File: src/rtl/slave_send_packet_if.sv
// Bundle between the slave controller, TX FIFO and SIE transmitter.
// pktLen is present only when SLV_SEND_PKT_LEN_EN is defined.
interface slave_send_packet_if #(
    parameter int unsigned CNT_W = 7
);
    logic             sendPacketWEn;
    logic [3:0]       sendPacketPID;
    logic             sendPacketRdy;
    logic             fifoRdEn;
    logic [7:0]       fifoData;
    logic             fifoEmpty;
    logic [7:0]       txData;
    logic             txValid;
    logic             txLast;
    logic             txReady;
`ifdef SLV_SEND_PKT_LEN_EN
    logic [CNT_W-1:0] pktLen;
`endif

    modport slave (
        input  sendPacketWEn,
        input  sendPacketPID,
        output sendPacketRdy,
        output fifoRdEn,
        input  fifoData,
        input  fifoEmpty,
        output txData,
        output txValid,
        output txLast,
        input  txReady
`ifdef SLV_SEND_PKT_LEN_EN
        , output pktLen
`endif
    );

    modport master (
        output sendPacketWEn,
        output sendPacketPID,
        input  sendPacketRdy,
        input  fifoRdEn,
        output fifoData,
        output fifoEmpty,
        input  txData,
        input  txValid,
        input  txLast,
        output txReady
`ifdef SLV_SEND_PKT_LEN_EN
        , input pktLen
`endif
    );
endinterface

File: src/rtl/slave_send_packet.sv
// USB slave transmit packet builder: PID byte, optional FIFO payload and CRC16.
// Optional pktLen output enabled by SLV_SEND_PKT_LEN_EN.
module slave_send_packet #(
    parameter int unsigned MAX_PKT_BYTES = 64,
    parameter int unsigned CNT_W         = 7
) (
    input  logic               clk,
    input  logic               rst,
    slave_send_packet_if.slave bus
);
    localparam logic [3:0]  PID_DATA0 = 4'h3;
    localparam logic [3:0]  PID_DATA1 = 4'hB;
    localparam logic [15:0] CRC_INIT  = 16'hFFFF;
    localparam logic [15:0] CRC_POLY  = 16'hA001;

    typedef enum logic [2:0] {
        S_IDLE,
        S_SEND_PID,
        S_REQ,
        S_WAIT,
        S_SEND_DATA,
        S_CRC_LO,
        S_CRC_HI
    } state_t;

    state_t           state, state_d;
    logic [7:0]       tx_data, tx_data_d;
    logic             tx_valid, tx_valid_d;
    logic             tx_last, tx_last_d;
    logic [15:0]      crc, crc_d;
    logic [CNT_W-1:0] count, count_d;
    logic             rd_en_c;

    // Reflected USB CRC16, one byte LSB-first
    function automatic logic [15:0] crc16_upd(input logic [15:0] c, input logic [7:0] d);
        logic [15:0] r;
        r = c;
        for (int i = 0; i < 8; i++) begin
            if (r[0] ^ d[i]) r = (r >> 1) ^ CRC_POLY;
            else             r = r >> 1;
        end
        return r;
    endfunction

    always_ff @(posedge clk) begin
        if (rst) begin
            state    <= S_IDLE;
            tx_data  <= 8'h00;
            tx_valid <= 1'b0;
            tx_last  <= 1'b0;
            crc      <= CRC_INIT;
            count    <= '0;
        end else begin
            state    <= state_d;
            tx_data  <= tx_data_d;
            tx_valid <= tx_valid_d;
            tx_last  <= tx_last_d;
            crc      <= crc_d;
            count    <= count_d;
        end
    end

    always_comb begin
        state_d    = state;
        tx_data_d  = tx_data;
        tx_valid_d = tx_valid;
        tx_last_d  = tx_last;
        crc_d      = crc;
        count_d    = count;
        rd_en_c    = 1'b0;
        case (state)
            S_IDLE: begin
                if (bus.sendPacketWEn) begin
                    tx_data_d  = {~bus.sendPacketPID, bus.sendPacketPID};
                    tx_valid_d = 1'b1;
                    tx_last_d  = !((bus.sendPacketPID == PID_DATA0) ||
                                   (bus.sendPacketPID == PID_DATA1));
                    crc_d      = CRC_INIT;
                    count_d    = '0;
                    state_d    = S_SEND_PID;
                end
            end
            S_SEND_PID: begin
                if (bus.txReady) begin
                    tx_valid_d = 1'b0;
                    if (tx_last) begin
                        tx_last_d = 1'b0;
                        state_d   = S_IDLE;
                    end else begin
                        state_d   = S_REQ;
                    end
                end
            end
            S_REQ: begin
                if (bus.fifoEmpty || (count == CNT_W'(MAX_PKT_BYTES))) begin
                    tx_data_d  = ~crc[7:0];
                    tx_valid_d = 1'b1;
                    tx_last_d  = 1'b0;
                    state_d    = S_CRC_LO;
                end else begin
                    rd_en_c = 1'b1;
                    state_d = S_WAIT;
                end
            end
            S_WAIT: begin
                tx_data_d  = bus.fifoData;
                tx_valid_d = 1'b1;
                state_d    = S_SEND_DATA;
            end
            S_SEND_DATA: begin
                if (bus.txReady) begin
                    crc_d      = crc16_upd(crc, tx_data);
                    count_d    = count + CNT_W'(1);
                    tx_valid_d = 1'b0;
                    state_d    = S_REQ;
                end
            end
            S_CRC_LO: begin
                if (bus.txReady) begin
                    tx_data_d = ~crc[15:8];
                    tx_last_d = 1'b1;
                    state_d   = S_CRC_HI;
                end
            end
            S_CRC_HI: begin
                if (bus.txReady) begin
                    tx_valid_d = 1'b0;
                    tx_last_d  = 1'b0;
                    state_d    = S_IDLE;
                end
            end
            default: state_d = S_IDLE;
        endcase
    end

`ifdef SLV_SEND_PKT_LEN_EN
    logic [CNT_W-1:0] pkt_len;

    // Captured only when a data packet's final CRC byte is accepted
    always_ff @(posedge clk) begin
        if (rst)                                pkt_len <= '0;
        else if (state == S_CRC_HI && bus.txReady) pkt_len <= count;
    end

    assign bus.pktLen = pkt_len;
`endif

    // Rdy drops on the request cycle itself so the controller never sees a stale ready
    assign bus.sendPacketRdy = (state == S_IDLE) && !bus.sendPacketWEn;
    assign bus.fifoRdEn      = rd_en_c;
    assign bus.txData        = tx_data;
    assign bus.txValid       = tx_valid;
    assign bus.txLast        = tx_last;
endmodule

File: src/flat_wrapper.sv
// flat-port wrapper written by rule: the top's interface ports become plain ports
module slave_send_packet_flat 
#(
    parameter int unsigned MAX_PKT_BYTES = 64,
    parameter int unsigned CNT_W         = 7
)
  (clk, rst, bus_sendPacketWEn, bus_sendPacketPID, bus_sendPacketRdy, bus_fifoRdEn, bus_fifoData, bus_fifoEmpty, bus_txData, bus_txValid, bus_txLast, bus_txReady);
  slave_send_packet_if #(.CNT_W(CNT_W)) bus_i ();
  input  logic clk;
  input  logic rst;
  input wire logic [$bits(bus_i.sendPacketWEn)-1:0] bus_sendPacketWEn;
  input wire logic [$bits(bus_i.sendPacketPID)-1:0] bus_sendPacketPID;
  output wire logic [$bits(bus_i.sendPacketRdy)-1:0] bus_sendPacketRdy;
  output wire logic [$bits(bus_i.fifoRdEn)-1:0] bus_fifoRdEn;
  input wire logic [$bits(bus_i.fifoData)-1:0] bus_fifoData;
  input wire logic [$bits(bus_i.fifoEmpty)-1:0] bus_fifoEmpty;
  output wire logic [$bits(bus_i.txData)-1:0] bus_txData;
  output wire logic [$bits(bus_i.txValid)-1:0] bus_txValid;
  output wire logic [$bits(bus_i.txLast)-1:0] bus_txLast;
  input wire logic [$bits(bus_i.txReady)-1:0] bus_txReady;
  assign bus_i.sendPacketWEn = bus_sendPacketWEn;
  assign bus_i.sendPacketPID = bus_sendPacketPID;
  assign bus_sendPacketRdy = bus_i.sendPacketRdy;
  assign bus_fifoRdEn = bus_i.fifoRdEn;
  assign bus_i.fifoData = bus_fifoData;
  assign bus_i.fifoEmpty = bus_fifoEmpty;
  assign bus_txData = bus_i.txData;
  assign bus_txValid = bus_i.txValid;
  assign bus_txLast = bus_i.txLast;
  assign bus_i.txReady = bus_txReady;
  slave_send_packet #(.MAX_PKT_BYTES(MAX_PKT_BYTES), .CNT_W(CNT_W)) u_core (.clk(clk), .rst(rst), .bus(bus_i));
endmodule
File: config.mk
export PLATFORM = sky130hd
export DESIGN_NAME = slave_send_packet_flat
export DESIGN_NICKNAME = d
export VERILOG_FILES = /design/src/rtl/slave_send_packet_if.sv /design/src/rtl/slave_send_packet.sv /design/src/flat_wrapper.sv
export SDC_FILE = /design/constraint.sdc
export NUM_CORES = 1
export LEC_CHECK = 0
export ABC_AREA = 1
export BUFFER_PORTS_ARGS = -buffer_cell sky130_fd_sc_hd__buf_2
export CORE_MARGIN = 2
export CORE_UTILIZATION = 51
export DETAILED_ROUTE_END_ITERATION = 8
export GPL_ROUTABILITY_DRIVEN = 0
export PLACE_DENSITY = 0.76
export SYNTH_ARGS = -nofsm -noshare
export SYNTH_HDL_FRONTEND = slang
export SYNTH_SLANG_ARGS = --single-unit
File: constraint.sdc
create_clock -name clk -period 1.8 [get_ports clk]
set_clock_uncertainty 0.1 [all_clocks]
set_input_delay 0.27 -clock clk [delete_from_list [all_inputs] [get_ports clk]]
set_output_delay 0.27 -clock clk [all_outputs]
set_load 0.1 [all_outputs]
### Word-level counts from Yosys, hierarchy flattened

Cells that the tools add are included.

| storage, ports and cells | value |
|---|---|
| flip-flop bits (word level) | 36 |
| input port bits | 17 |
| output and inout bits | 12 |
| logic and storage cells | 110 |

| operators by class | value |
|---|---|
| add/sub/neg operators | 1 |
| equality and inequality tests | 17 |
| muxes and demuxes | 50 |
| bitwise gates (word level) | 19 |
| reduce and logical (&&, ||, !) cells | 17 |

Operators by type and width:

| cell | count |
|---|---|
| 16-bit 2-to-1 mux | 24 |
| 16-bit case mux with 2 select lines | 1 |
| 8-bit case mux with 4 select lines | 1 |
| 8-bit 2-to-1 mux | 3 |
| 2-bit inverter with 3-bit output | 8 |
| 3-bit case mux with 7 select lines | 1 |
| 3-bit 2-to-1 mux | 6 |
| 8-bit inverter | 2 |
| 7-bit 2-to-1 mux | 2 |
| 7-bit case mux with 2 select lines | 1 |
| 4-bit nonzero test | 3 |
| 2-bit inequality test (second input constant) | 5 |
| 5-bit AND reduction | 2 |
| 3-bit == test (second input constant) | 3 |
| 1-bit 2-to-1 mux | 8 |
| 1-bit case mux with 4 select lines | 2 |
| 4-bit AND reduction | 2 |
| 1-bit bitwise XOR | 8 |
| 7-bit by 1-bit adder with 7-bit output (second input constant) | 1 |
| 7-bit == test (second input constant) | 1 |
| 3-bit by 2-bit == test with 1-bit output (second input constant) | 2 |
| 2-bit by 1-bit inequality test with 1-bit output (second input constant) | 3 |
| 4-bit by 2-bit == test with 1-bit output (second input constant) | 1 |
| 4-bit == test (second input constant) | 1 |
| other kinds (11) | 13 |

### Depth between registers and ports, before layout

Gate-level depths: netlist (run 1).

| logic depth | value |
|---|---|
| word-level depth | 32 |
| mapped depth | 19 |
| gate-level depth less buffers | 19 |

### Worst setup path after synthesis (run 1)

OpenSTA, ideal clock, no wires.

| timing | value |
|---|---|
| path type | register -> register |
| start point | register u_core.state[2] |
| end point | register u_core.tx_data[0] (netlist: u_core.bus.txData[0]) |
| library setup time | 0.122 ns |
| arrival | 2.699 ns |
| required time | 1.578 ns |
| setup slack | -1.122 ns |
| cell stages (with the launch flop) | 13 |
| buffers on the path | 2 |
| period minus slack after synthesis | 2.922 ns |
| path through | dfxtp_1 > buf_4 > nor2_2 > nand2_1 > nor2_1 > inv_1 > o21ai_0 > inv_1 > nand3_2 > inv_2 > buf_4 > o21ai_0 > a21oi_1 |

| on the way | value |
|---|---|
| cells in the longest elaborated chain, start to end | 3 |
| elaborated cells on any way between the ends | 10 |
| those cells by class | eq/ne: 6; mux: 1; reduce/logical: 3 |

Ends and longest elaborated chain:

| what | RTL line | source |
|---|---|---|
| start: declaration | slave_send_packet.sv:26 | `state_t state, state_d;` |
| start signal: assignment | slave_send_packet.sv:54 | `state <= state_d;` |
| 3-bit by 2-bit == test with 1-bit output (tied with other cells) | slave_send_packet.sv:71 | `case (state)` |
| 4-bit nonzero test (no line) (tied with other cells) | n/a |  |
| 4-bit AND reduction (no line) | n/a |  |
| end signal: assignment | slave_send_packet.sv:55 | `tx_data <= tx_data_d;` |
| end: declaration | slave_send_packet.sv:27 | `logic [7:0] tx_data, tx_data_d;` |

Parallel ways exist; a longest one is shown, timed or not.
A chain may end at the register's enable or synchronous reset.

### Worst setup path in the final report (run 1)

| timing | value |
|---|---|
| start point | register u_core.crc[0] |
| end point | register u_core.crc[0] |

| on the way | value |
|---|---|
| cells in the longest elaborated chain, start to end | 32 |

Ends and longest elaborated chain:

| what | RTL line | source |
|---|---|---|
| start: declaration | slave_send_packet.sv:30 | `logic [15:0] crc, crc_d;` |
| start signal: assignment | slave_send_packet.sv:58 | `crc <= crc_d;` |
| 1-bit bitwise XOR | slave_send_packet.sv:39 | `if (r[0] ^ d[i]) r = (r >> 1) ^ CRC_POLY;` |
| 16-bit 2-to-1 mux | slave_send_packet.sv:39 |  |
| 16-bit 2-to-1 mux | slave_send_packet.sv:111 | `if (bus.txReady) begin` |
| 16-bit 2-to-1 mux | slave_send_packet.sv:71 |  |
| 1-bit bitwise XOR | slave_send_packet.sv:39 |  |
| 16-bit 2-to-1 mux | slave_send_packet.sv:39 |  |
| 16-bit 2-to-1 mux | slave_send_packet.sv:111 |  |
| 16-bit 2-to-1 mux | slave_send_packet.sv:71 |  |
| [16 not listed] | n/a |  |
| 1-bit bitwise XOR | slave_send_packet.sv:39 |  |
| 16-bit 2-to-1 mux | slave_send_packet.sv:39 |  |
| 16-bit 2-to-1 mux | slave_send_packet.sv:111 |  |
| 16-bit 2-to-1 mux | slave_send_packet.sv:71 |  |
| 1-bit bitwise XOR | slave_send_packet.sv:39 |  |
| 16-bit 2-to-1 mux | slave_send_packet.sv:39 |  |
| 16-bit 2-to-1 mux | slave_send_packet.sv:111 |  |
| 16-bit case mux with 2 select lines | slave_send_packet.sv:71 |  |

No other way between the ends. The select of a mux whose other input is x is not followed.

==> impl_metrics.yaml, run 1 <==
outcome:
  outcome: "finished, violations left"
  violations: "negative setup slack"
drt:
  ant_nets: 0
  wl_per_cell_um: 16.2
  drt_pass1_iterations: 6
  avgViaCountPerCell: 5.76
  routed_wl_um: 6980
  vias: 2483
  drtIter0Drc: 227
  drc_errors: 0
synth:
  synthCells: 292
  synth_area_um2: 2090
  ys.flop_type: "dfxtp_1"
  ys_warn_count: 0
  synth-seq-cells: 36
  async_reset_ff_frac: 0
  synth_edf_count: 0
  synth_nets: 311
  syn_avg_cell_area_um2: 7.14
  yosysSeqAreaShare: 0.346
  synth_cell_types: 36
finish:
  area_growth_pct: 50.1
  n_antenna_cell: 0
  most-common-layout-cells: "buf_4 (59), inv_1 (30), nand2_1 (28)"
  drive_above_1_share: 0.472
  layout_commonest_cell: "buf_4"
  instances_no_fill: 431
  nets: 399
floorplanning:
  die_h_um: 68.0
  row_count: 23
  io_pins: 29
  core_um2: 3970
  die_w_um: 68.0
  start_util: 0.525
  die-area_um2: 4620
critical_path:
  crit_slowest_cell: "dfxtp_4"
  critPathBufInv: 1
  slowest_delay_ns: 0.40
  path_max_fanout: 4
  cp_cell_sequence: "inv_4 -> nand2_2 -> nand2_2 -> nand2_4 -> nand2_4 -> nand2_4 -> nand2_4 -> nand2_4 -> nand2_4 -> nand2_4 -> nand3_4 -> nand3_2 -> nand3_1 -> nand3_1 -> nand3_2 -> nand2_2 -> nand2_1"
  cp_common_cell: "nand2_4"
  worstPathRequired_ns: 1.89
  startpoint_type: "register"
  critPathTopFamily: "simple AND/OR/NAND/NOR gates"
  worstPathArrival_ns: 2.20
  crit_type: "register to register"
  worstSetupEndpointType: "register"
min_path:
  hold_class: "primary input to register"
timing:
  setup_ws_ns: -0.307
  whs_ns: 0.129
  timing.slew.headroom: 0.589
  worstMarginPinSlew_ns: 0.614
  fmax_ghz: 0.475
  rsz0062_at_grt: "true"
  hold_viol_final: 0
  tns_ns: -1.30
  fin_crit_ns: 2.11
  setup-violations-final: 7
  fin_crit_sh: 1.17
  drv_slew: 0
clock_tree:
  cts_tree: "done"
  cts_made_buffers: 5
  cts.htree.levels: 2
  max-clock-path-buffers: 2
  ctsHoldBuffers: 0
  root_buffer: "clkbuf_8"
  cts.clk_slew.worst_paths_ns: 0.08
  clk_latency_ns: 0.29
  cts.sinks: 36
power:
  intPower_mw: 2.63
  leakage_nw: 1.48
  pwr-share-clk: 0.142
  netSwitchingFraction: 0.485
  vdd_drop_max_mv: 0.771
  seq_power_share: 0.218
  combPwrFrac: 0.639
  powerDensity_nw_per_um2: 1630
  p_sw_mw: 2.47
global_routing:
  grt_pass1_vias: 2309
  grt_pass1_wl_um: 10200
  busiest_layer: "met2"
  grt_overflow: 0
  globalRouteMet3Util: 0.0493
  grt_use_total: 0.296
  grt_max_degree: 23
  grtUsageMet1: 0.342
  antenna_found_initial: 0
  use_met2: 0.533
place:
  io_buffers: 28
  dpl_worst_slack_ns: -0.194
  dp_hpwl_um: 4310
  dp.cells: 396
job:
  maxCapViolCount: 0
==> cells in the mapped netlist (all sizes together) (5+ instances only) <==
library cell / count / area share
a31oi: 5 / 0.015
o21ai: 32 / 0.077
nor3: 6 / 0.020
inv: 45 / 0.081
dfxtp: 36 / 0.35
a21oi: 23 / 0.055
o221ai: 7 / 0.029
xor2: 5 / 0.025
nor2: 25 / 0.056
nand2: 52 / 0.11
o211ai: 5 / 0.018
nand3: 23 / 0.065
==> layer usage <==
layer / wire (µm) / up-vias
li1: - / 1171
met1: 2680 / 1171
met2: 3620 / 111
met3: 433 / 30
met4: 248 / 0
met5: 0 / -
==> layout make-up <==
cell class,instances,area [µm²]
clock inverters,3,41.3
well taps,50,62.6
multi-input cells,204,1390
repair buffers,88,633
flip-flops and latches,36,754
clock buffers,5,68.8
fillers,270,841
inverters,45,183
==> power groups by stage <==
stage                     sequential (mW)  clock [mW]  combinational [mW]
final                                1.12       0.727                3.26
after global routing                 1.13       0.761                3.43
after CTS                            1.10       0.727                2.64
after detailed placement             1.10           0                2.30
after global placement               1.10           0                2.27
after floorplan                      1.56           0                1.17
==> logic make-up (layout without fill, tap and decap cells) <==
family | Yosys count | count (layout) | share of synthesized area
AOI/OAI and AO/OA | 82 | 82 | 0.233
xor gates and xnor gates | 8 | 8 | 0.0372
adders and majority gates | 2 | 2 | 0.0120
buffers and inverters | 52 | 141 | 0.0996
DFF | 36 | 36 | 0.346
and+or+nand+nor | 112 | 112 | 0.272
==> flip-flops by register name, summed over array words and instances (netlist names) <==
register and cells:
u_core.count 7, u_core.bus.txLast 1, u_core.bus.txValid 1, u_core.state 3, u_core.bus.txData 8, u_core.crc 16
==> worst paths after layout <==
path	startpoint	endpoint	slack, ns	cells after the start
worst max register to register	u_core.crc[0]	u_core.crc[0]	-0.31	17
worst min register to register	u_core.count[0]	u_core.count[0]	0.38	1
worst max-delay path	u_core.crc[0]	u_core.crc[0]	-0.31	17
worst min-delay path	bus_fifoData[7]	u_core.bus.txData[7]	0.13	3
==> worst reg2reg max path, cell delays in order (launching register included) <==
cell and delay, ns:
dfxtp_4 0.40, inv_4 0.05, nand2_2 0.06, nand2_2 0.08, nand2_4 0.10, nand2_4 0.07, nand2_4 0.10, nand2_4 0.07
nand2_4 0.10, nand2_4 0.08, nand2_4 0.09, nand3_4 0.08, nand3_2 0.16, nand3_1 0.15, nand3_1 0.16, nand3_2 0.08
nand2_2 0.06, nand2_1 0.04
==> metrics by stage <==
stage | power [mW] | util | area [µm²]
after floorplan | 2.73 | - | 2170
after global placement | 3.36 | 0.659 | 2620
after detailed placement | 3.40 | 0.659 | 2620
after CTS | 4.47 | 0.738 | 2930
after global routing | 5.33 | 0.788 | 3130
final | 5.10 | 0.788 | 3130
==> timing repair <==
action / in CTS / in global routing
endpoints found under the setup margin: 11 / 23
resized for setup: 23 / 30
gates cloned: 0 / 0
buffers inserted: 19 / 10
endpoints found under the hold margin: 0 / 0
pin swaps: 6 / 19
No activity file was read; power rests on OpenSTA's default activity.
==> inputs of run 2 (changes only) <==
--- a/config.mk
+++ b/config.mk
@@ -11,7 +11,7 @@
 export CORE_UTILIZATION = 51
 export DETAILED_ROUTE_END_ITERATION = 8
 export GPL_ROUTABILITY_DRIVEN = 0
-export PLACE_DENSITY = 0.76
+export PLACE_DENSITY = 0.75
 export SYNTH_ARGS = -nofsm -noshare
 export SYNTH_HDL_FRONTEND = slang
 export SYNTH_SLANG_ARGS = --single-unit
==> impl_metrics.yaml, run 2 (synthesized netlist as in run 1, its figures left out) <==
job:
  maxCapViolCount: 0
drt:
  routed_wl_um: 6550
  ant_nets: 0
  vias: 2350
  avgViaCountPerCell: 5.49
  wl_per_cell_um: 15.3
  drt_pass1_iterations: 5
  drtIter0Drc: 232
  drc_errors: 0
clock_tree:
  cts_tree: "done"
  root_buffer: "clkbuf_8"
  cts.sinks: 36
  cts.clk_slew.worst_paths_ns: 0.07
  clk_latency_ns: 0.29
  max-clock-path-buffers: 2
  cts.htree.levels: 2
  cts_made_buffers: 5
timing:
  tns_ns: -1.15
  timing.slew.headroom: 0.617
  hold_viol_final: 0
  fin_crit_ns: 2.11
  fin_crit_sh: 1.17
  setup_ws_ns: -0.310
  setup-violations-final: 7
  worstMarginPinSlew_ns: 0.572
  drv_slew: 0
  fmax_ghz: 0.474
  rsz0062_at_grt: "true"
  whs_ns: 0.152
global_routing:
  use_met2: 0.482
  busiest_layer: "met2"
  grtUsageMet1: 0.345
  grt_pass1_vias: 2167
  grt_overflow: 0
  grt_max_degree: 23
  antenna_found_initial: 0
  grt_use_total: 0.278
  grt_pass1_wl_um: 9670
  globalRouteMet3Util: 0.0510
critical_path:
  slowest_delay_ns: 0.39
  worstPathRequired_ns: 1.88
  crit_slowest_cell: "dfxtp_4"
  critPathTopFamily: "simple AND/OR/NAND/NOR gates"
  crit_type: "register to register"
  cp_cell_sequence: "inv_4 -> nand2_2 -> nand2_2 -> nand2_2 -> nand2_2 -> nand2_4 -> nand2_4 -> nand2_4 -> nand3_1 -> nand3_4 -> nand2_4 -> a21oi_1 -> o21ai_1 -> a21oi_1 -> o21ai_1"
  critPathBufInv: 1
  startpoint_type: "register"
  r2r_slack_ns: -0.31
  regToRegStartpoint: "u_core.crc[0]"
  reg2regPathDepth: 15
  worstPathArrival_ns: 2.19
  worstSetupEndpointType: "register"
  path_max_fanout: 4
  reg2reg_to: "u_core.crc[11]"
finish:
  n_antenna_cell: 0
  drive_above_1_share: 0.463
  largest_reg_flops: 16
  top_register: "u_core.crc"
  most-common-layout-cells: "buf_4 (56), inv_1 (28), nand2_1 (28)"
  design_area_um2: 3050
  fill_cells: 297
  nets: 396
  fin_util: 0.768
  instances_no_fill: 428
  layout_commonest_cell: "buf_4"
  area_growth_pct: 46.2
floorplanning:
  die_w_um: 68.0
  core_um2: 3970
  die-area_um2: 4620
  start_util: 0.525
  row_count: 23
  die_h_um: 68.0
  io_pins: 29
min_path:
  hold_class: "primary input to register"
  min_to: "u_core.bus.txData[7]"
  min_path_cells: 3
  hp-start: "bus_fifoData[7]"
outcome:
  violations: "negative setup slack"
  outcome: "finished, violations left"
place:
  dp.cells: 391
  dp_hpwl_um: 4190
  io_buffers: 28
  dpl_worst_slack_ns: -0.163
  place_area_um2: 2580
power:
  powerDensity_nw_per_um2: 1530
  power_mw: 4.66
  vdd_drop_max_mv: 0.730
  leakage_nw: 1.45
[run 2: changes by cell type in the layout (fill, tap and decap cells not counted), moves of 3 or more]
cell / before / now
nand3_1: 13 / 16
nand2_2: 12 / 15
buf_4: 59 / 56
nand2_4: 12 / 9
[run 2: what timing repair did]
item	CTS	global route
buffers inserted	16	14
setup endpoints to repair	12	19
pin swaps	4	19
hold buffers	0	0
resized for setup	13	36
gates cloned	0	0
hold endpoints to repair	0	0
[run 2: worst min-delay path, delay by kind of cell]
kind,cells,cell delay [ns]
AO/OA/AOI/OAI,1,0.05
buffers and inverters,1,0.08
AND/OR/NAND/NOR,1,0.10
[run 2: power breakdown]
| group | switching (mW) | internal, mW |
|---|---|---|
| Combinational | 1.85 | 1.09 |
| Clock | 0.309 | 0.310 |
| Sequential | 0.141 | 0.963 |
[run 2: how the worst max path moves through the flow]
stage	cells after the start	from	to	slack, ns
2_1_floorplan	12	u_core.state[2]	u_core.bus.txData[4]	-0.23
3_3_place_gp	17	u_core.crc[0]	u_core.crc[0]	-0.12
3_5_place_dp	19	u_core.crc[0]	u_core.crc[0]	-0.16
4_1_cts	19	u_core.crc[1]	u_core.crc[0]	-0.13
5_1_grt	15	u_core.crc[0]	u_core.crc[11]	-0.46
6_report	15	u_core.crc[0]	u_core.crc[11]	-0.31
[run 2: cell type report]
| class | count | area (µm²) | area share |
|---|---|---|---|
| timing repair buffer | 85 | 611 | 0.200 |
| clock inverter | 2 | 15.0 | 0.00492 |
| multi-input combinational | 204 | 1340 | 0.438 |
| sequential | 36 | 759 | 0.249 |
| tap | 50 | 62.6 | 0.0205 |
| inverter | 45 | 184 | 0.0603 |
| clock buffer | 6 | 82.6 | 0.0271 |
[run 2: layer usage]
layer	part of all wire	routed length, µm	up-vias
met5	0	0	-
met4	0.019	122	0
met3	0.044	286	12
met2	0.53	3490	69
met1	0.40	2650	1104
li1	-	-	1165
